### config.mk
export PLATFORM = sky130hd
export DESIGN_NAME = cis_line_capture_flat
export DESIGN_NICKNAME = d
export VERILOG_FILES = /design/src/rtl/cis_line_capture_if.sv /design/src/rtl/cis_line_capture.sv /design/src/flat_wrapper.sv
export SDC_FILE = /design/constraint.sdc
export NUM_CORES = 1
export LEC_CHECK = 0
export CORE_MARGIN = 1.5
export CORE_UTILIZATION = 65
export DETAILED_ROUTE_END_ITERATION = 8
export PLACE_DENSITY = 0.95
export SLEW_MARGIN = 20
export SYNTH_ARGS = -nofsm -noshare
export SYNTH_HDL_FRONTEND = slang
export SYNTH_SLANG_ARGS = --single-unit
### constraint.sdc
create_clock -name clk_i -period 4.1 [get_ports clk_i]
set_clock_uncertainty 0.05 [all_clocks]
set_input_delay 0.41 -clock clk_i [delete_from_list [all_inputs] [get_ports clk_i]]
set_output_delay 0.41 -clock clk_i [all_outputs]
set_load 0.005 [all_outputs]
### src/rtl/cis_line_capture_if.sv
// Ready/valid pixel stream from cis_line_capture toward the line packer / DMA.
// Each entry carries one pixel plus its colour and start/end-of-line marks.
interface cis_line_capture_if #(
    parameter int unsigned DataW = 12
) ();
    logic             valid;
    logic             ready;
    logic [DataW-1:0] data;
    logic [1:0]       color;
    logic             sol;
    logic             eol;

    modport master (output valid, data, color, sol, eol, input ready);
    modport slave  (input valid, data, color, sol, eol, output ready);
endinterface

### src/rtl/cis_line_capture.sv
// Frames one line of CIS ADC samples per SI pulse: skips settling samples, tags pixels with
// colour/SOL/EOL and buffers them in a show-ahead FIFO feeding a ready/valid stream.
module cis_line_capture #(
    parameter int unsigned PixCnt    = 2592,
    parameter int unsigned SkipCnt   = 60,
    parameter int unsigned DataW     = 12,
    parameter int unsigned FifoDepth = 16
) (
    input  logic                 clk_i,
    input  logic                 rst_ni,
    input  logic                 si_i,
    input  logic [1:0]           si_cnt_i,
    input  logic                 adc_valid_i,
    input  logic [DataW-1:0]     adc_data_i,
    input  logic                 clr_flags_i,
    cis_line_capture_if.master   m_if,
    output logic                 line_done_o,
    output logic [15:0]          line_cnt_o,
    output logic                 overflow_o,
    output logic                 short_line_o
);

    localparam int unsigned PixW   = (PixCnt > 1) ? $clog2(PixCnt) : 1;
    localparam int unsigned SkipW  = (SkipCnt > 1) ? $clog2(SkipCnt) : 1;
    localparam int unsigned AddrW  = $clog2(FifoDepth);
    localparam int unsigned EntryW = DataW + 4;
    localparam logic [PixW-1:0]  PixLast  = PixW'(PixCnt - 1);
    localparam logic [SkipW-1:0] SkipLast = SkipW'((SkipCnt > 0) ? SkipCnt - 1 : 0);

    typedef enum logic [1:0] {StIdle, StSkip, StCapture} state_e;

    localparam state_e StFirst = (SkipCnt > 0) ? StSkip : StCapture;

    state_e           state_q;
    logic             si_q;
    logic [1:0]       col_q;
    logic [SkipW-1:0] skip_cnt_q;
    logic [PixW-1:0]  pix_cnt_q;
    logic             line_done_q;
    logic [15:0]      line_cnt_q;
    logic             overflow_q;
    logic             short_line_q;

    logic [EntryW-1:0] mem_q [FifoDepth];
    logic [AddrW:0]    wr_ptr_q;
    logic [AddrW:0]    rd_ptr_q;

    logic              rise;
    logic              capture_hit;
    logic              fifo_empty;
    logic              fifo_full;
    logic              push;
    logic              pop;
    logic              drop;
    logic [EntryW-1:0] wr_entry;
    logic [EntryW-1:0] head;

    always_comb begin
        rise        = si_i & ~si_q;
        // A rise restarts framing, so the sample in the rise cycle belongs to no line.
        capture_hit = (state_q == StCapture) & adc_valid_i & ~rise;
        fifo_empty  = (wr_ptr_q == rd_ptr_q);
        fifo_full   = (wr_ptr_q[AddrW] != rd_ptr_q[AddrW]) &&
                      (wr_ptr_q[AddrW-1:0] == rd_ptr_q[AddrW-1:0]);
        pop         = ~fifo_empty & m_if.ready;
        push        = capture_hit & (~fifo_full | pop);
        drop        = capture_hit & fifo_full & ~pop;
        wr_entry    = {col_q, (pix_cnt_q == '0), (pix_cnt_q == PixLast), adc_data_i};
        head        = fifo_empty ? '0 : mem_q[rd_ptr_q[AddrW-1:0]];
    end

    assign m_if.valid   = ~fifo_empty;
    assign m_if.data    = head[DataW-1:0];
    assign m_if.eol     = head[DataW];
    assign m_if.sol     = head[DataW+1];
    assign m_if.color   = head[DataW+3:DataW+2];
    assign line_done_o  = line_done_q;
    assign line_cnt_o   = line_cnt_q;
    assign overflow_o   = overflow_q;
    assign short_line_o = short_line_q;

    always_ff @(posedge clk_i or negedge rst_ni) begin
        if (!rst_ni) begin
            state_q      <= StIdle;
            si_q         <= 1'b1;
            col_q        <= '0;
            skip_cnt_q   <= '0;
            pix_cnt_q    <= '0;
            line_done_q  <= 1'b0;
            line_cnt_q   <= '0;
            overflow_q   <= 1'b0;
            short_line_q <= 1'b0;
        end else begin
            si_q        <= si_i;
            line_done_q <= 1'b0;

            if (drop) begin
                overflow_q <= 1'b1;
            end else if (clr_flags_i) begin
                overflow_q <= 1'b0;
            end

            if (rise && (state_q != StIdle)) begin
                short_line_q <= 1'b1;
            end else if (clr_flags_i) begin
                short_line_q <= 1'b0;
            end

            if (rise) begin
                col_q      <= si_cnt_i;
                skip_cnt_q <= '0;
                pix_cnt_q  <= '0;
                state_q    <= StFirst;
            end else begin
                case (state_q)
                    StSkip: begin
                        if (adc_valid_i) begin
                            if (skip_cnt_q == SkipLast) begin
                                state_q <= StCapture;
                            end else begin
                                skip_cnt_q <= skip_cnt_q + 1'b1;
                            end
                        end
                    end
                    StCapture: begin
                        // Counter advances even on a dropped pixel to keep SOL/EOL aligned.
                        if (adc_valid_i) begin
                            pix_cnt_q <= pix_cnt_q + 1'b1;
                            if (pix_cnt_q == PixLast) begin
                                state_q     <= StIdle;
                                line_done_q <= 1'b1;
                                line_cnt_q  <= line_cnt_q + 1'b1;
                            end
                        end
                    end
                    default: ;
                endcase
            end
        end
    end

    always_ff @(posedge clk_i or negedge rst_ni) begin
        if (!rst_ni) begin
            wr_ptr_q <= '0;
            rd_ptr_q <= '0;
        end else begin
            if (push) begin
                wr_ptr_q <= wr_ptr_q + 1'b1;
            end
            if (pop) begin
                rd_ptr_q <= rd_ptr_q + 1'b1;
            end
        end
    end

    // Storage needs no reset; the head is masked to zero while the FIFO is empty.
    always_ff @(posedge clk_i) begin
        if (push) begin
            mem_q[wr_ptr_q[AddrW-1:0]] <= wr_entry;
        end
    end

endmodule
### src/flat_wrapper.sv
// flat-port wrapper written by rule: the top's interface ports become plain ports
module cis_line_capture_flat 
#(
    parameter int unsigned PixCnt    = 2592,
    parameter int unsigned SkipCnt   = 60,
    parameter int unsigned DataW     = 12,
    parameter int unsigned FifoDepth = 16
)
  (clk_i, rst_ni, si_i, si_cnt_i, adc_valid_i, adc_data_i, clr_flags_i, line_done_o, line_cnt_o, overflow_o, short_line_o, m_if_valid, m_if_data, m_if_color, m_if_sol, m_if_eol, m_if_ready);
  cis_line_capture_if #(.DataW(DataW)) m_if_i ();
  input  logic clk_i;
  input  logic rst_ni;
  input  logic si_i;
  input  logic [1:0] si_cnt_i;
  input  logic adc_valid_i;
  input  logic [DataW-1:0] adc_data_i;
  input  logic clr_flags_i;
  output logic line_done_o;
  output logic [15:0] line_cnt_o;
  output logic overflow_o;
  output logic short_line_o;
  output wire logic [$bits(m_if_i.valid)-1:0] m_if_valid;
  output wire logic [$bits(m_if_i.data)-1:0] m_if_data;
  output wire logic [$bits(m_if_i.color)-1:0] m_if_color;
  output wire logic [$bits(m_if_i.sol)-1:0] m_if_sol;
  output wire logic [$bits(m_if_i.eol)-1:0] m_if_eol;
  input wire logic [$bits(m_if_i.ready)-1:0] m_if_ready;
  assign m_if_valid = m_if_i.valid;
  assign m_if_data = m_if_i.data;
  assign m_if_color = m_if_i.color;
  assign m_if_sol = m_if_i.sol;
  assign m_if_eol = m_if_i.eol;
  assign m_if_i.ready = m_if_ready;
  cis_line_capture #(.PixCnt(PixCnt), .SkipCnt(SkipCnt), .DataW(DataW), .FifoDepth(FifoDepth)) u_core (.clk_i(clk_i), .rst_ni(rst_ni), .si_i(si_i), .si_cnt_i(si_cnt_i), .adc_valid_i(adc_valid_i), .adc_data_i(adc_data_i), .clr_flags_i(clr_flags_i), .m_if(m_if_i), .line_done_o(line_done_o), .line_cnt_o(line_cnt_o), .overflow_o(overflow_o), .short_line_o(short_line_o));
endmodule
* Yosys cells after proc, flatten, opt, wreduce, memory -nomap -nowiden
Memories as Yosys holds them, arrays and structs flattened.
Index checks and enable logic that the tools add are counted.
** Word-level totals
- Word-level logic and storage cells :: 79
- Memories :: 1
- Bits in latches :: 0
- Memory bits (writable) :: 256
- Bits in read-only memories :: 0
- Register bits after elaboration :: 52
** Memory list
- u_core.mem_q :: words 16, bits a word 16, read ports 1, clocked after memory_dff 0, write ports 1, line cis_line_capture.sv:44 : logic [EntryW-1:0] mem_q [FifoDepth];
** Operators by class
- Reduce and logical (&&, ||, !) cells :: 14
- Muxes and demuxes :: 23
- Shift operators :: 0
- Bitwise operators :: 13
- Equality and inequality tests :: 12
- Magnitude comparators :: 0
- Add/sub/neg operators :: 5
- Divide/modulo/power cells :: 0
- $mul :: 0
** Operator list (count)
- $mux 12 :: 3
- $mux 6 :: 4
- $add 16x1->16 const B :: 1
- $mux 16 :: 1
- $add 12x1->12 const B :: 1
- $eq 12x12->1 const B :: 1
- $logic_not 12->1 :: 1
- $reduce_bool 2->1 :: 6
- $add 5x1->5 const B :: 2
- $mux 2 :: 5
- $mux 1 :: 9
- $and 1x1->1 :: 7
- $add 6x1->6 const B :: 1
- $eq 6x6->1 const B :: 1
- $ne 3x1->1 const B :: 2
- $ne 3x2->1 const B :: 2
- $eq 5x5->1 :: 1
- $not 1->1 :: 5
- $reduce_and 5->1 :: 1
- $eq 4x4->1 :: 1
- $pmux 2 s2 :: 1
- $reduce_and 4->1 :: 1
- $reduce_and 3->1 :: 1
- $reduce_bool 3->1 :: 1
- other kinds (7) :: 8

* Depth between registers and ports, before layout
Gate-level depths: netlist of run 1.
- Depth after elaboration :: 7
- Depth in mapped cells :: 7
- Depth with buffers taken out :: 6

* Worst setup path after synthesis of run 1
OpenSTA, ideal clock, no wires.
- Kind :: register to register
- From :: reg u_core.rd_ptr_q[4]
- To :: mem u_core.mem_q[15][0] (netlist bit) (enable)
- Period minus slack after synthesis :: 2.617 ns
- Data required time :: 3.640 ns
- Setup slack :: 1.483 ns
- Library setup time :: 0.410 ns
- Cell stages (with the launch flop) :: 4
- Data arrival time :: 2.158 ns
- Cell sequence :: dfrtp_1 xnor2_1 nor2_1 a2111oi_2
** On the way
- Longest elaborated chain between the ends :: 7
** Ends and longest elaborated chain
- start: declaration :: line cis_line_capture.sv:46 : logic [AddrW:0] rd_ptr_q;
- start signal: assignment :: line cis_line_capture.sv:151 : rd_ptr_q <= rd_ptr_q + 1'b1;
- $eq 5x5->1 / $ne 1x1->1 (equally long branches) :: line cis_line_capture.sv:62, cis_line_capture.sv:63
- $not 1->1 / $logic_and 1x1->1 (equally long branches) :: line cis_line_capture.sv:65, cis_line_capture.sv:63
- $and 1x1->1 / $not 1->1 (equally long branches) :: line cis_line_capture.sv:65, cis_line_capture.sv:66
- $or 1x1->1 (*) :: line cis_line_capture.sv:66 : push = capture_hit & (~fifo_full | pop);
- $and 1x1->1 (*) :: line cis_line_capture.sv:66
- $mux 1 (*) :: line cis_line_capture.sv:158 : if (push) begin
- $mux 1 (implied by the code) (*) :: line cis_line_capture.sv:159 : mem_q[wr_ptr_q[AddrW-1:0]] <= wr_entry;
- end: declaration :: line cis_line_capture.sv:44
Every way passes the cells marked *; elsewhere a longest branch is shown, timed or not.

* Worst setup path in the final report of run 1
- From :: reg u_core.rd_ptr_q[0]
- To :: out m_if_data[11]
** On the way
- Longest elaborated chain between the ends :: 2
** Ends and longest elaborated chain
- $mem_v2 16x16 / $eq 5x5->1 (equally long branches)
- $mux 16 (*) :: line cis_line_capture.sv:69 : head = fifo_empty ? '0 : mem_q[rd_ptr_q[AddrW-1:0]];
- end: declaration :: line flat_wrapper.sv:23 : output wire logic [$bits(m_if_i.data)-1:0] m_if_data;
Marks and branches as above.

==> flow_summary.ini, run 1 <==
[synth]
synth.avg_cell_area_um2 = 18.3
synth_flop_cell = edfxtp_1
syn_area_um2 = 12600
synth-async-reset-ratio_pct = 16.9
synth-seq-cells = 308
synth-edff-count = 256
ys_warn_count = 0
synth_cells = 686
yosys.cell_types.count = 47
synth.net_count = 718
synth-seq-area-share_pct = 71.6

[final_layout]
design_area_um2 = 14500
final_cell_count_no_fill = 1043
diodes = 0
fin_nets = 792
area_delta_synth_final_pct = 15.7
drive_above_1_share_pct = 18.0

[status]
status = completed

[drt]
via_per_inst = 6.67
dr.pass1.iters = 5
wirelength_um = 29000
postRouteAntennaNets = 0
vias = 6952
first_iter_violations = 738
drc = 0
wl_per_cell_um = 27.8

[worst_setup_path]
crit_chain = xor2_1, nor4_4, and2_1, buf_4, a211oi_1, clkdlybuf4s50_1
arrival_ps = 3370
worstSetupStartpointType = flip-flop
critPathRequiredTime_ps = 3640
critPathMaxStageDelay_ps = 820
critical_path_class = flip-flop to output pin
rrSetupSlack_ps = 630
cp_slowest_cell = dfrtp_4
cp-end-kind = output pin
crit_fanout = 30

[clock_tree]
clk_pin_slew_ps = 70
cts_sinks = 308
clk_latency_ps = 570
clock_path_buffers = 3
cts_resized = 0
cts_max_level = 1
cts_buffers = 30
postCtsSetupBuffers = 0
cts-root-buf = clkbuf_16
cts_tree = built

[placed_design]
place_congestion = 0.826
dp_hpwl_um = 16600
dp.cells = 987
portBuffers = 55
detailed_place.area_um2 = 13500

[timing]
finalHoldWorstSlack_ps = 152
rsz0062_at_grt = no
worstMarginPinSlew_ps = 1150
drv_slew = 0
setup_viol = 0
relSlewSlack_pct = 23.5
fin_crit_sh_pct = 93.4
hold_viol_final = 0
fmax_mhz = 261
fin_tns_setup_ps = 0
period_needed_ps = 3830

[floorplan]
coreArea_um2 = 18800
dieWidth_um = 142
std_cell_rows = 50
die_y_um = 142
dieArea_um2 = 20200
start_util_pct = 66.7
io_pins = 56

[min_path]
hold_class = input port to asynchronous set/reset pin

[power]
p_leak_nw = 5.01
vdd_ir_drop_max_v = 0.000514
total_power_mw = 9.35
pwr_density_cell_nw_per_um2 = 644

[grt]
overflow = 0
antenna_found_initial = 0
grt.total_usage_pct = 30.4
grt_max_degree = 52
grt_pass1_vias = 7289
grt_pass1_wl_um = 44500

[job]
max_cap_viol_count = 0
Yosys cell counts (2+ instances only):
cell type / number / area [um^2]
a211oi_1: 34 / 255
a21boi_1: 2 / 15.0
a21oi_1: 10 / 50.1
and2_1: 10 / 62.6
and3_1: 22 / 138
and4_1: 3 / 26.3
buf_1: 5 / 18.8
buf_2: 7 / 35.0
buf_4: 5 / 37.5
clkbuf_1: 18 / 67.6
dfrtp_1: 51 / 1280
edfxtp_1: 256 / 7690
ha_1: 12 / 150
inv_1: 11 / 41.3
inv_2: 2 / 7.51
mux2_1: 3 / 33.8
mux2i_1: 17 / 170
mux4_2: 64 / 1440
nand2_1: 17 / 63.8
nand3_1: 14 / 70.1
nand4_1: 16 / 100
nor2_1: 15 / 56.3
nor2b_1: 19 / 119
nor3_1: 2 / 10.0
nor4_4: 2 / 42.5
o2111ai_1: 3 / 26.3
o21ai_1: 5 / 25.0
o31ai_1: 2 / 15.0
or3_1: 4 / 25.0
xnor2_1: 19 / 166
xor2_1: 20 / 175
area by class of cell:
type	instances	area (um^2)
sequential	308	9000
tap	260	325
clock buffer	36	773
multi-input combinational	329	3360
fill	944	4310
clock inverter	19	262
timing repair buffer	78	758
inverter	13	48.8
critical path, delay by kind of cell, from the launching register on:
family          cells  cell delay [ps]
compound gates      1              110
xor+xnor            1              210
buf+inv             2              820
flops               1              820
simple gates        2              840
metrics by stage:
stage               utilization (%)  setup WS (ps)
detailed placement             71.6            571
global route                   77.1           65.9
floorplan                         -           1480
CTS                            77.1            218
global placement               71.6            842
finish                         77.1            269
report_power, final:
part | leakage [nW] | switching [mW] | internal (mW)
clock | 0.504 | 1.17 | 1.72
combinational | 1.53 | 1.33 | 1.30
sequential | 2.98 | 0.248 | 3.58
total | 5.01 | 2.75 | 6.60
kinds of logic (layout without fill, tap and decap cells):
| logic type | count (synthesis) | in the layout | share of synthesized area [%] |
|---|---|---|---|
| mux | 84 | 84 | 13.1 |
| flops | 308 | 308 | 71.6 |
| simple gates | 133 | 133 | 6.23 |
| xor+xnor | 39 | 39 | 2.72 |
| compound gates | 61 | 61 | 3.42 |
| fa+ha+maj | 12 | 12 | 1.20 |
| buf+inv | 49 | 146 | 1.74 |
registers in the layout, indices dropped and copies added, names as in the netlist, 2 cells and up:
name               count
u_core.col_q           2
u_core.line_cnt_o     16
u_core.mem_q         256
u_core.pix_cnt_q      12
u_core.rd_ptr_q        5
u_core.skip_cnt_q      6
u_core.state_q         2
u_core.wr_ptr_q        5
metal layers:
metal  vias to the layer above  routed length, um  share of wire, %  track usage, %
met1                      3560              10900                38            40.5
met2                       430              14900                51            52.5
met5                         -                  0                 0               0
li1                       2885                  -                 -               -
met4                         0                923               3.2            8.79
met3                        77               2260               7.8            5.08
final timing paths:
| path | from | end | cells after the start |
|---|---|---|---|
| worst min-delay path | rst_ni | u_core.skip_cnt_q[5] | 2 |
| worst min register to register | u_core.line_cnt_o[15] | u_core.line_cnt_o[15] | 1 |
| max in group asynchronous | rst_ni | u_core.rd_ptr_q[0] | 3 |
| worst max-delay path | u_core.rd_ptr_q[0] | m_if_data[11] | 6 |
| min in group clk_i | si_i | u_core.si_q | 1 |
| worst max register to register | u_core.rd_ptr_q[0] | u_core.mem_q[10][12] | 4 |
timing repair:
action	in CTS	in global routing
hold buffers	1	0
endpoints found under the setup margin	0	0
hold endpoints to repair	5	0
cells in the final DEF, fill, tap and decap left out, drive strengths merged, types with 3 or more instances in the layout:
cell type        n
a211oi          34
a21oi           10
and2            10
and3            22
and4             3
buf             23
bufinv           6
clkbuf          36
clkdlybuf4s50   54
clkinv          13
dfrtp           51
edfxtp         256
ha              12
inv             13
mux2             3
mux2i           17
mux4            64
nand2           18
nand3           14
nand4           16
nor2            16
nor2b           19
nor4             3
o2111ai          3
o21ai            6
or3              4
xnor2           19
xor2            20
Power figures use the tool's default switching activity.
==> run 2: changes to the inputs <==
Settings changed: CORE_ASPECT_RATIO set to 1.25.
==> run 2 against run 1 <==
  * Final cell count decreased by 2.8%
  * Total power decreased by 2.5%
  * Setup slack got worse by 84 ps
  * Utilization decreased by 0.70 points
  * Clock power decreased by 5%
  * Die area about the same
  * Global-route usage decreased by 0.67 points
  * Maximum frequency decreased by 2.1%
  * Register-to-register slack improved by 140 ps
  * Via count increased by 0.17%
  * Combinational power decreased by 2%
  * Clock-buffer cell count decreased by 3
  * Highest routed layer unchanged
==> flow_summary.ini, run 2 (synthesis results as in run 1) <==
[drt]
wirelength_um = 28800
vias = 6964
wl_per_cell_um = 28.4
dr.pass1.iters = 5
first_iter_violations = 798
drc = 0
postRouteAntennaNets = 0
via_per_inst = 6.87

[placed_design]
dp_hpwl_um = 16200
place_congestion = 0.819
pre_cts_slack_ps = 629
portBuffers = 55
detailed_place.area_um2 = 13400
dp.cells = 961

[clock_tree]
cts-root-buf = clkbuf_16
cts_max_level = 1
cts_sinks = 308
cts_buffers = 29
clk_latency_ps = 540
cts_resized = 0
clock_path_buffers = 3
clk_pin_slew_ps = 60
postCtsSetupBuffers = 0
cts_tree = built

[worst_setup_path]
critical_path_class = flip-flop to output pin
r2r-start = u_core.rd_ptr_q[0]
critPathRequiredTime_ps = 3640
cp-end-kind = output pin
critPathLaunch = u_core.rd_ptr_q[0]
r2r_end = u_core.mem_q[0][0]
arrival_ps = 3450
crit_fanout = 26
cp-endpoint = m_if_data[10]
rrSetupSlack_ps = 770
worstSetupStartpointType = flip-flop
r2r_cells = 4

[grt]
grt-busiest-layer = met2
grt_max_degree = 55
antenna_found_initial = 0
grt_pass1_vias = 7258
grt.total_usage_pct = 29.7
overflow = 0
grt_use_met2_pct = 53.5
use_met1_pct = 36.5
grtUsageMet3_pct = 3.97
grt_pass1_wl_um = 43600

[final_layout]
diodes = 0
fin_nets = 793
finalCoreUtilization_pct = 76.4
final_cell_count_no_fill = 1014
mostFrequentLayoutCell = edfxtp_1
drive_above_1_share_pct = 18.3
design_area_um2 = 14400
largest_reg_flops = 256
final_cell_mix = edfxtp_1, mux4_2, clkdlybuf4s50_1, dfrtp_1, a211oi_1
area_delta_synth_final_pct = 14.7

[floorplan]
dieWidth_um = 127
die_y_um = 158
dieArea_um2 = 20200
coreArea_um2 = 18800
std_cell_rows = 56
start_util_pct = 66.6
io_pins = 56

[timing]
setup_slack_ps = 186
rsz0062_at_grt = no
hold_viol_final = 0
fmax_mhz = 255
relSlewSlack_pct = 26.4
fin_tns_setup_ps = 0
worstMarginPinSlew_ps = 1100
fin_crit_sh_pct = 95.5
finalHoldWorstSlack_ps = 285
period_needed_ps = 3910
setup_viol = 0
drv_slew = 0

[power]
p_leak_nw = 4.98
vdd_ir_drop_max_v = 0.000422
pwr_density_cell_nw_per_um2 = 633
total_power_mw = 9.11

[status]
status = completed

[min_path]
hold_depth = 1
hold_class = input port to flip-flop

[job]
max_cap_viol_count = 0
## run 2: worst min path at each step
stage | startpoint | end | slack, ps
finish | si_i | u_core.si_q | 290
global route | si_i | u_core.si_q | 300
CTS | si_i | u_core.si_q | 270
detailed placement | u_core.line_cnt_o[15] | u_core.line_cnt_o[15] | 420
global placement | u_core.line_cnt_o[15] | u_core.line_cnt_o[15] | 420
floorplan | rst_ni | u_core.col_q[0] | 60
## run 2: worst max-delay path: stages (launching register included)
cell and delay, ps:
dfrtp_4 760, buf_4 430, mux4_2 580, nor2b_1 160, a211oi_1 380, a211oi_1 110, clkdlybuf4s50_1 470
## run 2: area by class of cell
class / count / area [um^2]
inverters: 13 / 48.8
repair buffers: 80 / 748
multi-input cells: 329 / 3360
clock buffers: 33 / 741
flip-flops and latches: 308 / 9000
well taps: 232 / 290
clock inverters: 19 / 221
fillers: 933 / 4440
## run 2: per-layer routing
layer  up-vias  part of all wire (%)  wire length (um)
met1      3606                    36             10300
met2       394                    53             15300
met4         0                   3.8              1080
met5         -                     0                 0
li1       2886                     -                 -
met3        78                   7.2              2070
## run 2: repair_timing
item | CTS | global route
setup endpoints to repair | 0 | 0
hold endpoints to repair | 51 | 0
hold buffers | 1 | 0
## run 2: report_power, final
part	internal (mW)	switching (mW)	leakage, nW
clock network	1.61	1.13	0.463
logic	1.30	1.28	1.53
registers	3.58	0.218	2.98
total	6.48	2.63	4.98
==> run 3: changes to the inputs <==
Settings changed: GPL_TIMING_DRIVEN set to 1.
==> results of run 3 <==
Same layout as run 2: the final DEF is identical, and so are final timing and power.
